### src/rtl/lsu_pkg.sv
// rtl/lsu_pkg.sv - shared types and constants for the load/store controller
package lsu_pkg;

    typedef enum logic [1:0] {
        IDLE = 2'd0,
        REQ  = 2'd1,
        DONE = 2'd2
    } lsu_state_e;

    localparam logic [1:0] SZ_B = 2'b00;
    localparam logic [1:0] SZ_H = 2'b01;
    localparam logic [1:0] SZ_W = 2'b10;

    localparam int unsigned TIMEOUT_DEFAULT = 255;

endpackage

### src/rtl/lsu_ctrl_if.sv
// rtl/lsu_ctrl_if.sv - data memory request/acknowledge bus
interface lsu_ctrl_if;
    logic        dmem_req;
    logic        dmem_we;
    logic [31:0] dmem_addr;
    logic [3:0]  dmem_be;
    logic [31:0] dmem_wdata;
    logic        dmem_ack;
    logic [31:0] dmem_rdata;

    modport master (
        output dmem_req, dmem_we, dmem_addr, dmem_be, dmem_wdata,
        input  dmem_ack, dmem_rdata
    );

    modport slave (
        input  dmem_req, dmem_we, dmem_addr, dmem_be, dmem_wdata,
        output dmem_ack, dmem_rdata
    );
endinterface

### src/rtl/lsu_align.sv
// rtl/lsu_align.sv - byte enables, store lane replication, load extract and misalignment
module lsu_align
    import lsu_pkg::*;
(
    input  logic [2:0]  funct3,
    input  logic [1:0]  addr_lo,
    input  logic [31:0] wdata,
    input  logic [31:0] rdata_word,
    output logic [3:0]  be,
    output logic [31:0] wdata_rep,
    output logic [31:0] load_ext,
    output logic        mis
);

    logic [31:0] lane;
    logic        sext;

    assign lane = rdata_word >> {addr_lo, 3'b000};
    assign sext = ~funct3[2];

    // Size decode: size 2'b11 is treated as a word like 2'b10
    always_comb begin
        be        = 4'b1111;
        wdata_rep = wdata;
        load_ext  = rdata_word;
        mis       = 1'b0;
        case (funct3[1:0])
            SZ_B: begin
                be        = 4'b0001 << addr_lo;
                wdata_rep = {4{wdata[7:0]}};
                load_ext  = {{24{sext & lane[7]}}, lane[7:0]};
            end
            SZ_H: begin
                be        = 4'b0011 << {addr_lo[1], 1'b0};
                wdata_rep = {2{wdata[15:0]}};
                load_ext  = {{16{sext & lane[15]}}, lane[15:0]};
                mis       = addr_lo[0];
            end
            default: begin
                mis = |addr_lo;
            end
        endcase
    end

endmodule

### src/rtl/lsu_ctrl.sv
// rtl/lsu_ctrl.sv - load/store controller for the memory/writeback stage
module lsu_ctrl
    import lsu_pkg::*;
#(
    parameter int unsigned TIMEOUT_CYCLES = TIMEOUT_DEFAULT
) (
    input  logic              clk,
    input  logic              rst_n,
    input  logic              mem_read,
    input  logic              mem_write,
    input  logic [2:0]        funct3,
    input  logic [31:0]       addr,
    input  logic [31:0]       wdata,
    lsu_ctrl_if.master        dmem,
    output logic [31:0]       rdata,
    output logic              loaded,
    output logic              busy,
    output logic              misaligned,
    output logic              bus_err
);

    localparam int CNT_W = $clog2(TIMEOUT_CYCLES + 1);
    localparam logic [CNT_W-1:0] CNT_LAST = CNT_W'(TIMEOUT_CYCLES - 1);

    lsu_state_e       state_q, state_d;
    logic             req_q, req_d;
    logic             we_q, we_d;
    logic [31:0]      addr_q, addr_d;
    logic [3:0]       be_q, be_d;
    logic [31:0]      wdata_q, wdata_d;
    logic [31:0]      rdata_q, rdata_d;
    logic [CNT_W-1:0] cnt_q, cnt_d;
    logic             err_q, err_d;

    logic             op;
    logic             mis;
    logic [3:0]       be_c;
    logic [31:0]      wdata_c;
    logic [31:0]      load_c;

    lsu_align u_align (
        .funct3     (funct3),
        .addr_lo    (addr[1:0]),
        .wdata      (wdata),
        .rdata_word (dmem.dmem_rdata),
        .be         (be_c),
        .wdata_rep  (wdata_c),
        .load_ext   (load_c),
        .mis        (mis)
    );

    assign op         = mem_read | mem_write;
    assign misaligned = op & mis;
    // Combinational so the stage freezes in the op's first cycle; reset releases it at once
    assign busy       = rst_n & (((state_q == IDLE) & op & ~mis) | (state_q == REQ));
    assign loaded     = (state_q == DONE);
    assign bus_err    = err_q;
    assign rdata      = rdata_q;

    assign dmem.dmem_req   = req_q;
    assign dmem.dmem_we    = we_q;
    assign dmem.dmem_addr  = addr_q;
    assign dmem.dmem_be    = be_q;
    assign dmem.dmem_wdata = wdata_q;

    // Next-state: issue in IDLE, complete or time out in REQ, one-cycle DONE pulse
    always_comb begin
        state_d = state_q;
        req_d   = req_q;
        we_d    = we_q;
        addr_d  = addr_q;
        be_d    = be_q;
        wdata_d = wdata_q;
        rdata_d = rdata_q;
        cnt_d   = cnt_q;
        err_d   = 1'b0;
        case (state_q)
            IDLE: begin
                if (op && !mis) begin
                    req_d   = 1'b1;
                    we_d    = mem_write & ~mem_read;
                    addr_d  = {addr[31:2], 2'b00};
                    be_d    = be_c;
                    wdata_d = wdata_c;
                    cnt_d   = '0;
                    state_d = REQ;
                end
            end
            REQ: begin
                if (dmem.dmem_ack) begin
                    req_d = 1'b0;
                    if (!we_q) begin
                        rdata_d = load_c;
                        state_d = DONE;
                    end else begin
                        state_d = IDLE;
                    end
                end else if (cnt_q == CNT_LAST) begin
                    req_d = 1'b0;
                    err_d = 1'b1;
                    if (!we_q) begin
                        rdata_d = '0;
                        state_d = DONE;
                    end else begin
                        state_d = IDLE;
                    end
                end else begin
                    cnt_d = cnt_q + 1'b1;
                end
            end
            DONE: begin
                state_d = IDLE;
            end
            default: begin
                state_d = IDLE;
            end
        endcase
    end

    // State and request registers; reset abandons any access in flight
    always_ff @(posedge clk or negedge rst_n) begin
        if (!rst_n) begin
            state_q <= IDLE;
            req_q   <= 1'b0;
            we_q    <= 1'b0;
            addr_q  <= '0;
            be_q    <= '0;
            wdata_q <= '0;
            rdata_q <= '0;
            cnt_q   <= '0;
            err_q   <= 1'b0;
        end else begin
            state_q <= state_d;
            req_q   <= req_d;
            we_q    <= we_d;
            addr_q  <= addr_d;
            be_q    <= be_d;
            wdata_q <= wdata_d;
            rdata_q <= rdata_d;
            cnt_q   <= cnt_d;
            err_q   <= err_d;
        end
    end

endmodule

### src/flat_wrapper.sv
// flat-port wrapper written by rule: the top's interface ports become plain ports
module lsu_ctrl_flat import lsu_pkg::*;
#(
    parameter int unsigned TIMEOUT_CYCLES = TIMEOUT_DEFAULT
)
  (clk, rst_n, mem_read, mem_write, funct3, addr, wdata, rdata, loaded, busy, misaligned, bus_err, dmem_dmem_req, dmem_dmem_we, dmem_dmem_addr, dmem_dmem_be, dmem_dmem_wdata, dmem_dmem_ack, dmem_dmem_rdata);
  lsu_ctrl_if dmem_i ();
  input  logic clk;
  input  logic rst_n;
  input  logic mem_read;
  input  logic mem_write;
  input  logic [2:0] funct3;
  input  logic [31:0] addr;
  input  logic [31:0] wdata;
  output logic [31:0] rdata;
  output logic loaded;
  output logic busy;
  output logic misaligned;
  output logic bus_err;
  output wire logic [$bits(dmem_i.dmem_req)-1:0] dmem_dmem_req;
  output wire logic [$bits(dmem_i.dmem_we)-1:0] dmem_dmem_we;
  output wire logic [$bits(dmem_i.dmem_addr)-1:0] dmem_dmem_addr;
  output wire logic [$bits(dmem_i.dmem_be)-1:0] dmem_dmem_be;
  output wire logic [$bits(dmem_i.dmem_wdata)-1:0] dmem_dmem_wdata;
  input wire logic [$bits(dmem_i.dmem_ack)-1:0] dmem_dmem_ack;
  input wire logic [$bits(dmem_i.dmem_rdata)-1:0] dmem_dmem_rdata;
  assign dmem_dmem_req = dmem_i.dmem_req;
  assign dmem_dmem_we = dmem_i.dmem_we;
  assign dmem_dmem_addr = dmem_i.dmem_addr;
  assign dmem_dmem_be = dmem_i.dmem_be;
  assign dmem_dmem_wdata = dmem_i.dmem_wdata;
  assign dmem_i.dmem_ack = dmem_dmem_ack;
  assign dmem_i.dmem_rdata = dmem_dmem_rdata;
  lsu_ctrl #(.TIMEOUT_CYCLES(TIMEOUT_CYCLES)) u_core (.clk(clk), .rst_n(rst_n), .mem_read(mem_read), .mem_write(mem_write), .funct3(funct3), .addr(addr), .wdata(wdata), .dmem(dmem_i), .rdata(rdata), .loaded(loaded), .busy(busy), .misaligned(misaligned), .bus_err(bus_err));
endmodule
### config.mk
export PLATFORM = sky130hd
export DESIGN_NAME = lsu_ctrl_flat
export DESIGN_NICKNAME = d
export VERILOG_FILES = /design/src/rtl/lsu_pkg.sv /design/src/rtl/lsu_ctrl_if.sv /design/src/rtl/lsu_align.sv /design/src/rtl/lsu_ctrl.sv /design/src/flat_wrapper.sv
export SDC_FILE = /design/constraint.sdc
export NUM_CORES = 1
export LEC_CHECK = 0
export ABC_AREA = 1
export CAP_MARGIN = 20
export CORE_UTILIZATION = 35
export CTS_CLUSTER_SIZE = 20
export DETAILED_ROUTE_END_ITERATION = 8
export DONT_BUFFER_PORTS = 1
export GPL_ROUTABILITY_DRIVEN = 0
export SLEW_MARGIN = 20
export SYNTH_ARGS = -nofsm -noshare
export SYNTH_HDL_FRONTEND = slang
export SYNTH_SLANG_ARGS = --single-unit
export TNS_END_PERCENT = 10
### constraint.sdc
create_clock -name clk -period 2.7 [get_ports clk]
set_clock_uncertainty 0.1 [all_clocks]
set_input_delay 0.81 -clock clk [delete_from_list [all_inputs] [get_ports clk]]
set_output_delay 0.81 -clock clk [all_outputs]
set_load 0.005 [all_outputs]
# Word level (Yosys, flattened, before mapping)
# Cells that the tools add are included.
dict set report word_totals {
  out_inout_bits 106
  ff_bits 111
  elab_cells 70
  inputBits 104
}
dict set report op_classes {
  n_shift 3
  eq_ne 8
  n_reduce_logical 12
  bitwise_logic 13
  addsub 1
  n_mux 24
}
# operator n
set op_table {}
lappend op_table {{2-to-1 mux 32 bit} 4}
lappend op_table {{one-hot mux 32 bit (2 select lines)} 2}
lappend op_table {{>> shifter 32 x 5 -> 16 bit} 1}
lappend op_table {{2-to-1 mux 8 bit} 3}
lappend op_table {{one-hot mux 8 bit (2 select lines)} 1}
lappend op_table {{adder 8 x 1 -> 8 bit, second input constant} 1}
lappend op_table {{== test 8 bit, second input constant} 1}
lappend op_table {{2-to-1 mux 2 bit} 4}
lappend op_table {{one-hot mux 4 bit (2 select lines)} 1}
lappend op_table {{bitwise AND 1 bit} 7}
lappend op_table {{2-to-1 mux 1 bit} 6}
lappend op_table {{inequality test 2 bit, second input constant} 3}
lappend op_table {{AND reduction 3 bit} 2}
lappend op_table {{== test 2 x 1 -> 1 bit, second input constant} 2}
lappend op_table {{logical NOT 2 bit} 2}
lappend op_table {{NOT 1 bit} 4}
lappend op_table {{one-hot mux 1 bit (2 select lines)} 2}
lappend op_table {{one-hot mux 2 bit (2 select lines)} 1}
lappend op_table {{AND reduction 2 bit} 2}
lappend op_table {{AND reduction 4 bit} 1}
lappend op_table {{nonzero test 2 bit} 2}
lappend op_table {{<< shifter 1 x 2 -> 4 bit, first input constant} 1}
lappend op_table {{<< shifter 2 x 2 -> 4 bit, first input constant} 1}
lappend op_table {{inequality test 3 bit, second input constant} 1}
lappend op_table {{other kinds (5)} 6}

# Logic depth before layout (Yosys ltp)
# Gate-level depths: netlist of the first run.
dict set report depth {
  word_depth 6
  ltp_mapped 10
}

# Cells and area by module
# From an unflattened synthesis of the first run, not the netlist that was laid out.
dict set report hier_totals {
  hier_cells 791
  area_unflattened_um2 5734.2
}
# mod area_each_um2 seq_area_each_um2 cells_each instances
set modules_own_cells {}
lappend modules_own_cells {lsu_ctrl 4529.3 2777.7 522 1}
lappend modules_own_cells {lsu_align 1204.9 0.0 269 1}

# Least setup slack after synthesis of the first run
# OpenSTA, ideal clock, no wires.
dict set report synth_timing {
  path_kind {input to output}
  from {input port funct3[1]}
  to {output port busy}
  setup_slack_ns 0.104
  stages 7
  required_time_ns 1.790
  arrival_ns 1.686
  path_cell_list {buf_2 > inv_4 > nand2_2 > nand3_1 > nand2_2 > buf_2 > a21boi_1}
}
dict set report synth_via {
  elab_chain_len 6
}
# element line_no
set synth_rtl {}
lappend synth_rtl {{from (decl)} flat_wrapper.sv:12} ;# input logic [2:0] funct3;
lappend synth_rtl {{== test 2 x 1 -> 1 bit / logical NOT 2 bit (equally long branches)} lsu_align.sv:27} ;# case (funct3[1:0])
lappend synth_rtl {{one-hot mux 1 bit (2 select lines) (*)} lsu_align.sv:27}
lappend synth_rtl {{NOT 1 bit (*)} lsu_ctrl.sv:55} ;# assign busy = rst_n & (((state_q == IDLE) & op & ~mis) | (state_q == REQ));
lappend synth_rtl {{bitwise AND 1 bit (*)} lsu_ctrl.sv:55}
lappend synth_rtl {{OR 1 bit (*)} lsu_ctrl.sv:55}
lappend synth_rtl {{bitwise AND 1 bit (*)} lsu_ctrl.sv:55}
lappend synth_rtl {{to (decl)} flat_wrapper.sv:17} ;# output logic busy;
# Every way passes the cells marked *; elsewhere a longest branch is shown, timed or not.

# Final worst setup path of the first run
dict set report layout_timing {
  from {input port addr[0]}
  to {output port busy}
}
dict set report layout_via {
  elab_chain_len 6
}
# element line_no
set layout_rtl {}
lappend layout_rtl {{from (decl)} flat_wrapper.sv:13} ;# input logic [31:0] addr;
lappend layout_rtl {{OR reduction 2 bit} lsu_align.sv:40} ;# mis = |addr_lo;
lappend layout_rtl {{one-hot mux 1 bit (2 select lines) (*)} lsu_align.sv:27}
lappend layout_rtl {{NOT 1 bit (*)} lsu_ctrl.sv:55}
lappend layout_rtl {{bitwise AND 1 bit (*)} lsu_ctrl.sv:55}
lappend layout_rtl {{OR 1 bit (*)} lsu_ctrl.sv:55}
lappend layout_rtl {{bitwise AND 1 bit (*)} lsu_ctrl.sv:55}
# Marks and branches as above.

==> metrics.md, run 1 <==
| Metric | Value |
|---|---|
| Period utilisation layout | 92.1% |
| GR Overflow Total | 0 |
| Most frequent cells in the layout | 383 x nand2_1, 111 x dfrtp_1, 43 x nor2_1, 42 x nand3_1, 25 x o21ai_1 |
| Fmax | 0.402 GHz |
| CTS tree | yes |
| N_diodes | 0 |
| Initial Util | 36.4% |
| Vias in the first global route | 4451 |
| Worst r2r dst | u_core.dmem.dmem_be[3]$_DFFE_PN0P_ |
| Die ar. | 0.0159 mm² |
| Synth Register Bits | 111 |
| Pins over their slew limit | 0 |
| Ports | 210 |
| TritonRoute pass-1 iters | 4 |
| Hold Vio Cnt, Final | 0 |
| Initial antenna violation count | 0 |
| Non-Filler Instances | 900 |
| Status | completed |
| Yosys cell types | 28 |
| Flop-to-flop setup slack | 830 ps |
| Cell leakage power | 3.07 nW |
| Mean Syn Cell Area | 7.42 µm² |
| Unrepaired setup endpoints after global routing | false |
| Worst hold margin | 53.2 ps |
| Placed Instances | 884 |
| Sequential area share after synthesis | 51.7% |
| CTS clk-pin slew, worst paths | 70 ps |
| Wire length per cell | 16.2 µm |
| Crit Path Category | in2out |
| Async SR Flop Fraction | 100% |
| CTS Buf Count | 9 |
| Share of layout cells above drive strength 1 | 5.45% |
| Clk sinks | 111 |
| MaxCap Viol Count | 0 |
| Via/cell ratio | 5.01 |
| All-Layer GR Usage | 19.0% |
| Fill count | 1583 |
| Hold Crit Class | in2async |
| PD cells | 978 mW/mm² |
| Worst-Skew Late Latency | 350 ps |
| Global-route wire length before repair | 23400 µm |
| Peak VDD IR | 0.332 mV |
| # DRC | 0 |
| Via count | 4508 |
| Worst slew pin tran | 595 ps |
| Number of gates resized after CTS | 0 |
| Cell count after synthesis | 724 |
| Drt initial violations | 221 |
| Startpoint Class | input port |
| Setup TNS | 0 ps |
| Core area | 0.0148 mm² |
| Overall Power | 0.00567 W |
| Slew HR | 60.3% |
| Final setup fails | 0 |
| Crit path max fanout | 8 |
| Commonest non-fill, non-tap cell in the layout | nand2_1 |
| Antenna Violating Nets Remaining | 0 |
| Root Buffer | clkbuf_16 |
| Largest net degree at the start of global routing | 113 |
| R2R cell count | 7 |
| Post-synth EDFFs | 0 |
| Hold-fix buffers, CTS | 0 |
| DP HPWL | 10200 µm |
| WL final | 14600 µm |
| Worst EP arrival | 1580 ps |
| CP required | 1790 ps |
| Row count | 44 |
| Crit path time final | 2490 ps |
| R2r startpoint | u_core.state_q[0]$_DFFE_PN0P_ |
| Crit. End Element | output pin |
| Final net count | 817 |
| Die Wd | 126 µm |
| Dominant synthesized flop cell | dfrtp_1 |
| H-tree depth | 3 |
| Yosys Warn Count | 0 |
| Die H | 126 µm |
| CTS Buffer Depth | 2 |
| Area Overhead vs Synth | 7.80% |
| Postcts setup bufs | 0 |
| Mapped Area | 0.00537 mm² |
| # port buffers | 0 |
[where the power goes]
part | total, W | leakage (nW) | switching [W] | internal [W]
Clock | 0.00137 | 0.146 | 0.000619 | 0.000747
Combinational | 0.00130 | 1.54 | 0.000817 | 0.000481
Sequential | 0.00300 | 1.39 | 0.000621 | 0.00238
[worst max path at each step]
stage | start | endpoint | slack [ps] | depth (start not counted)
3_5_place_dp | addr[0] | busy | 190 | 6
4_1_cts | addr[0] | busy | 190 | 6
2_1_floorplan | funct3[1] | busy | 100 | 7
5_1_grt | addr[0] | busy | 130 | 6
3_3_place_gp | addr[0] | busy | 220 | 6
6_report | addr[0] | busy | 210 | 6
[final cells by class]
| type | instances | area [µm²] | share of cell area, % |
|---|---|---|---|
| Multi-Input combinational cell | 551 | 2300 | 39.7 |
| Timing Repair Buffer | 8 | 72.6 | 1.25 |
| Clock buffer | 11 | 243 | 4.19 |
| Tap cell | 184 | 230 | 3.97 |
| Inverter | 30 | 115 | 1.99 |
| Clock inverter | 5 | 56.3 | 0.972 |
| Sequential cell | 111 | 2780 | 47.9 |
[metal layers]
metal / up-vias / share of wire, % / GRT usage [%]
met1: 2105 / 42 / 22.5
li1: 2214 / - / -
met2: 171 / 47 / 31.6
met5: - / 0 / 0
met4: 0 / 1.9 / 7.73
met3: 18 / 9.2 / 6.63
[logic make-up after synthesis]
family	Yosys count	share of synthesized area [%]
DFF	111	51.7
adders and majority gates	2	0.466
xor gates and xnor gates	4	0.652
and+or+nand+nor	479	35.2
AOI/OAI and AO/OA	64	6.33
other	1	0.0698
buffers and inverters	63	5.61
[synth_stat cells, types with 4 or more instances]
library cell	number	area share (%)
nand2_1	383	27
dfrtp_1	111	52
nor2_1	43	3.0
nand3_1	42	3.9
o21ai_1	25	2.3
inv_1	21	1.5
o21ai_0	16	1.5
a21oi_1	15	1.4
buf_4	13	1.8
buf_2	11	1.0
clkbuf_1	8	0.56
inv_2	7	0.49
o21a_1	5	0.70
nand2_2	4	0.47
xor2_1	4	0.65
[worst max-delay path, cell delays in order]
cell	delay, ps
inv_2	100
nand2_1	130
nand3_1	160
nand2_2	90
a21boi_1	140
buf_4	140
[flip-flops by register name, indices dropped and copies added (netlist names)]
register	flops
u_core.state_q	2
u_core.dmem.dmem_req	1
u_core.dmem.dmem_addr	30
u_core.cnt_q	8
u_core.dmem.dmem_wdata	32
u_core.dmem.dmem_we	1
u_core.dmem.dmem_be	4
u_core.bus_err	1
u_core.rdata	32
[through the flow]
| step | cell area, µm² | util, % | worst slack, ps |
|---|---|---|---|
| detailed placement | 5490 | 37.2 | 189 |
| global placement | 5490 | 37.2 | 223 |
| CTS | 5790 | 39.3 | 190 |
| global route | 5790 | 39.3 | 127 |
| floorplan | 5380 | - | 104 |
| finish | 5790 | 39.3 | 214 |
(Power assumes the default switching activity.)
==> run 2: changes to the inputs <==
--- a/config.mk
+++ b/config.mk
@@ -6,12 +6,12 @@
 export NUM_CORES = 1
 export LEC_CHECK = 0
 export ABC_AREA = 1
-export CAP_MARGIN = 20
+export BUFFER_PORTS_ARGS = -buffer_cell sky130_fd_sc_hd__buf_4
 export CORE_UTILIZATION = 35
 export CTS_CLUSTER_SIZE = 20
 export DETAILED_ROUTE_END_ITERATION = 8
-export DONT_BUFFER_PORTS = 1
 export GPL_ROUTABILITY_DRIVEN = 0
+export SETUP_SLACK_MARGIN = 0.05
 export SLEW_MARGIN = 20
 export SYNTH_ARGS = -nofsm -noshare
 export SYNTH_HDL_FRONTEND = slang
==> metrics.md, run 2 (synthesis results as in run 1) <==
| Metric | Value |
|---|---|
| Pins over their slew limit | 0 (unchanged) |
| Antenna Violating Nets Remaining | 0 (unchanged) |
| Crit Path Category | in2out |
| Comb pwr share | 39.7% (+17 points) |
| Die Wd | 126 µm (unchanged) |
| Cell family with most CP delay | buffers and inverters |
| Die ar. | 0.0159 mm² (unchanged) |
| Final setup fails | 0 (unchanged) |
| Drt initial violations | 236 (+6.8%) |
| Crit. End Element | output pin |
| CTS tree | yes |
| Core area | 0.0148 mm² (unchanged) |
| Share of layout cells above drive strength 1 | 27.3% (+22 points) |
| Most frequent CP cell | buf_4 |
| CTS clk-pin slew, worst paths | 80 ps (about the same) |
| Unrepaired setup endpoints after global routing | false |
| Ports | 210 (unchanged) |
| H-tree depth | 3 (unchanged) |
| Worst slew pin tran | 663 ps (+67.5 ps) |
| CP Launch Point | addr[1] |
| Peak VDD IR | 0.344 mV (+3.8%) |
| GR Overflow Total | 0 (unchanged) |
| Crit path time final | 2510 ps (+24.8 ps) |
| Overall Power | 0.00681 W (+20%) |
| Die H | 126 µm (unchanged) |
| Multi-input combinational cell area | 0.00230 mm² (+0.22%) |
| Placed Instances | 1097 (+24%) |
| # port buffers | 207 (+207) |
| Seq pwr share | 41.0% (-12 points) |
| Worst hold margin | 374 ps (+321 ps) |
| Root Buffer | clkbuf_16 |
| Fmax | 0.398 GHz (-0.99%) |
| Slew HR | 55.8% (-4.5 points) |
| Setup TNS | 0 ps (unchanged) |
| Final instance area | 0.00741 mm² (+28%) |
| Clk pwr share | 19.3% (-4.8 points) |
| Slowest stage delay, CP | 160 ps (about the same) |
| CTS Buffer Depth | 2 (unchanged) |
| Vias in the first global route | 5003 (+12%) |
| # DRC | 0 (unchanged) |
| Worst-path cell chain | buf_4 > clkinv_1 > nand2_1 > nand3_2 > nand2_2 > a21boi_1 > buf_4 |
| Worst EP arrival | 1600 ps (+20 ps) |
| DP HPWL | 11200 µm (+10%) |
| Initial Util | 36.4% (unchanged) |
| Final net count | 1030 (+26%) |
| Postcts setup bufs | 0 (unchanged) |
| Placed Area | 0.00712 mm² (+30%) |
| P_sw | 0.00239 W (+16%) |
| Initial antenna violation count | 0 (unchanged) |
| Buffer and inverter count on the worst path | 3 (+1) |
| Crit path max fanout | 9 (+1) |
| Global-route wire length before repair | 25500 µm (+8.8%) |
| Cell leakage power | 4.13 nW (+34%) |
| CTS Buf Count | 9 (unchanged) |
| Non-Filler Instances | 1113 (+24%) |
| Row count | 44 (unchanged) |
| Fill count | 1565 (-1.1%) |
| MaxCap Viol Count | 0 (unchanged) |
| Period utilisation layout | 93.0% (+0.92 points) |
| N_diodes | 0 (unchanged) |
| R2r startpoint | u_core.state_q[0]$_DFFE_PN0P_ |
| Via/cell ratio | 4.69 (-6.3%) |
| WL final | 15900 µm (+9.5%) |
| Startpoint Class | input port |
| Commonest non-fill, non-tap cell in the layout | nand2_1 |
| CP max-delay cell | buf_4 |
| Most frequent cells in the layout | 383 x nand2_1, 218 x buf_4, 111 x dfrtp_1, 43 x nor2_1, 41 x nand3_1 |
| Area Overhead vs Synth | 37.9% |
| Hold_sp | u_core.rdata[0]$_DFFE_PN0P_ |
| Hold Vio Cnt, Final | 0 (unchanged) |
| Hold Crit Class | reg2reg |
| Clk sinks | 111 (unchanged) |
| Seq. cell area | 0.00278 mm² (unchanged) |
| All-Layer GR Usage | 20.6% (+1.5 points) |
| Via count | 5221 (+16%) |
| TritonRoute pass-1 iters | 4 (unchanged) |
| PD cells | 920 mW/mm² (-6.0%) |
| Largest net degree at the start of global routing | 112 (-0.88%) |
| Wire length per cell | 14.3 µm (-11%) |
| Worst-Skew Late Latency | 360 ps (about the same) |
| Switching Share | 35.1% (-1.2 points) |
| CP required | 1790 ps (about the same) |
| Status | completed |
| Int Pwr | 0.00442 W (+22%) |
==> run 2: worst min-delay path: cells and delay by family, from the launching register on <==
| kind | cells | cell delay [ps] |
|---|---|---|
| simple gates | 2 | 90 |
| flops | 1 | 350 |
==> run 2: cell type report <==
class	instances	area share, %
repair buffers	221	22.9
flip-flops and latches	111	37.5
clock buffers	9	3.04
well taps	184	3.11
inverters	30	1.55
multi-input cells	551	31.1
clock inverters	7	0.811
==> run 2: metrics by stage <==
| step | utilization, % | setup WS (ps) |
|---|---|---|
| finish | 50.2 | 189 |
| global route | 50.2 | 99.4 |
| CTS | 50.2 | 128 |
| detailed placement | 48.2 | 134 |
| global placement | 48.2 | 153 |
| floorplan | - | 104 |
==> run 2: final timing paths <==
path                       depth (start not counted)  slack [ps]                               endpoint
setup / recovery                                   7         190                                   busy
setup reg to reg                                   7         890     u_core.dmem.dmem_be[3]$_DFFE_PN0P_
hold reg to reg                                    2         370            u_core.rdata[0]$_DFFE_PN0P_
max in group asynchronous                          2        1540  u_core.dmem.dmem_addr[25]$_DFFE_PN0P_
min in group asynchronous                          2         420  u_core.dmem.dmem_addr[12]$_DFFE_PN0P_
hold / removal                                     2         370            u_core.rdata[0]$_DFFE_PN0P_
==> run 2: power by group through the flow <==
stage | Sequential (W) | Combinational, W | Clock (W)
5_1_grt | 0.00288 | 0.00302 | 0.00143
3_5_place_dp | 0.00281 | 0.00275 | 0
2_1_floorplan | 0.00284 | 0.00111 | 0
3_3_place_gp | 0.00282 | 0.00271 | 0
4_1_cts | 0.00280 | 0.00275 | 0.00137
6_report | 0.00279 | 0.00271 | 0.00132
==> run 2: per-layer routing <==
metal  track usage (%)  share of wire (%)  up-vias
li1                  -                  -     2645
met1              26.2                 45     2399
met2              33.6                 46      161
met3              5.90                7.1       16
met4              6.73                1.5        0
met5                 0                  0        -
==> run 2: repair_timing <==
| action | CTS | global route |
|---|---|---|
| hold buffers | 0 | 0 |
| gates resized for setup | 0 | 1 |
| setup endpoints to repair | 0 | 1 |
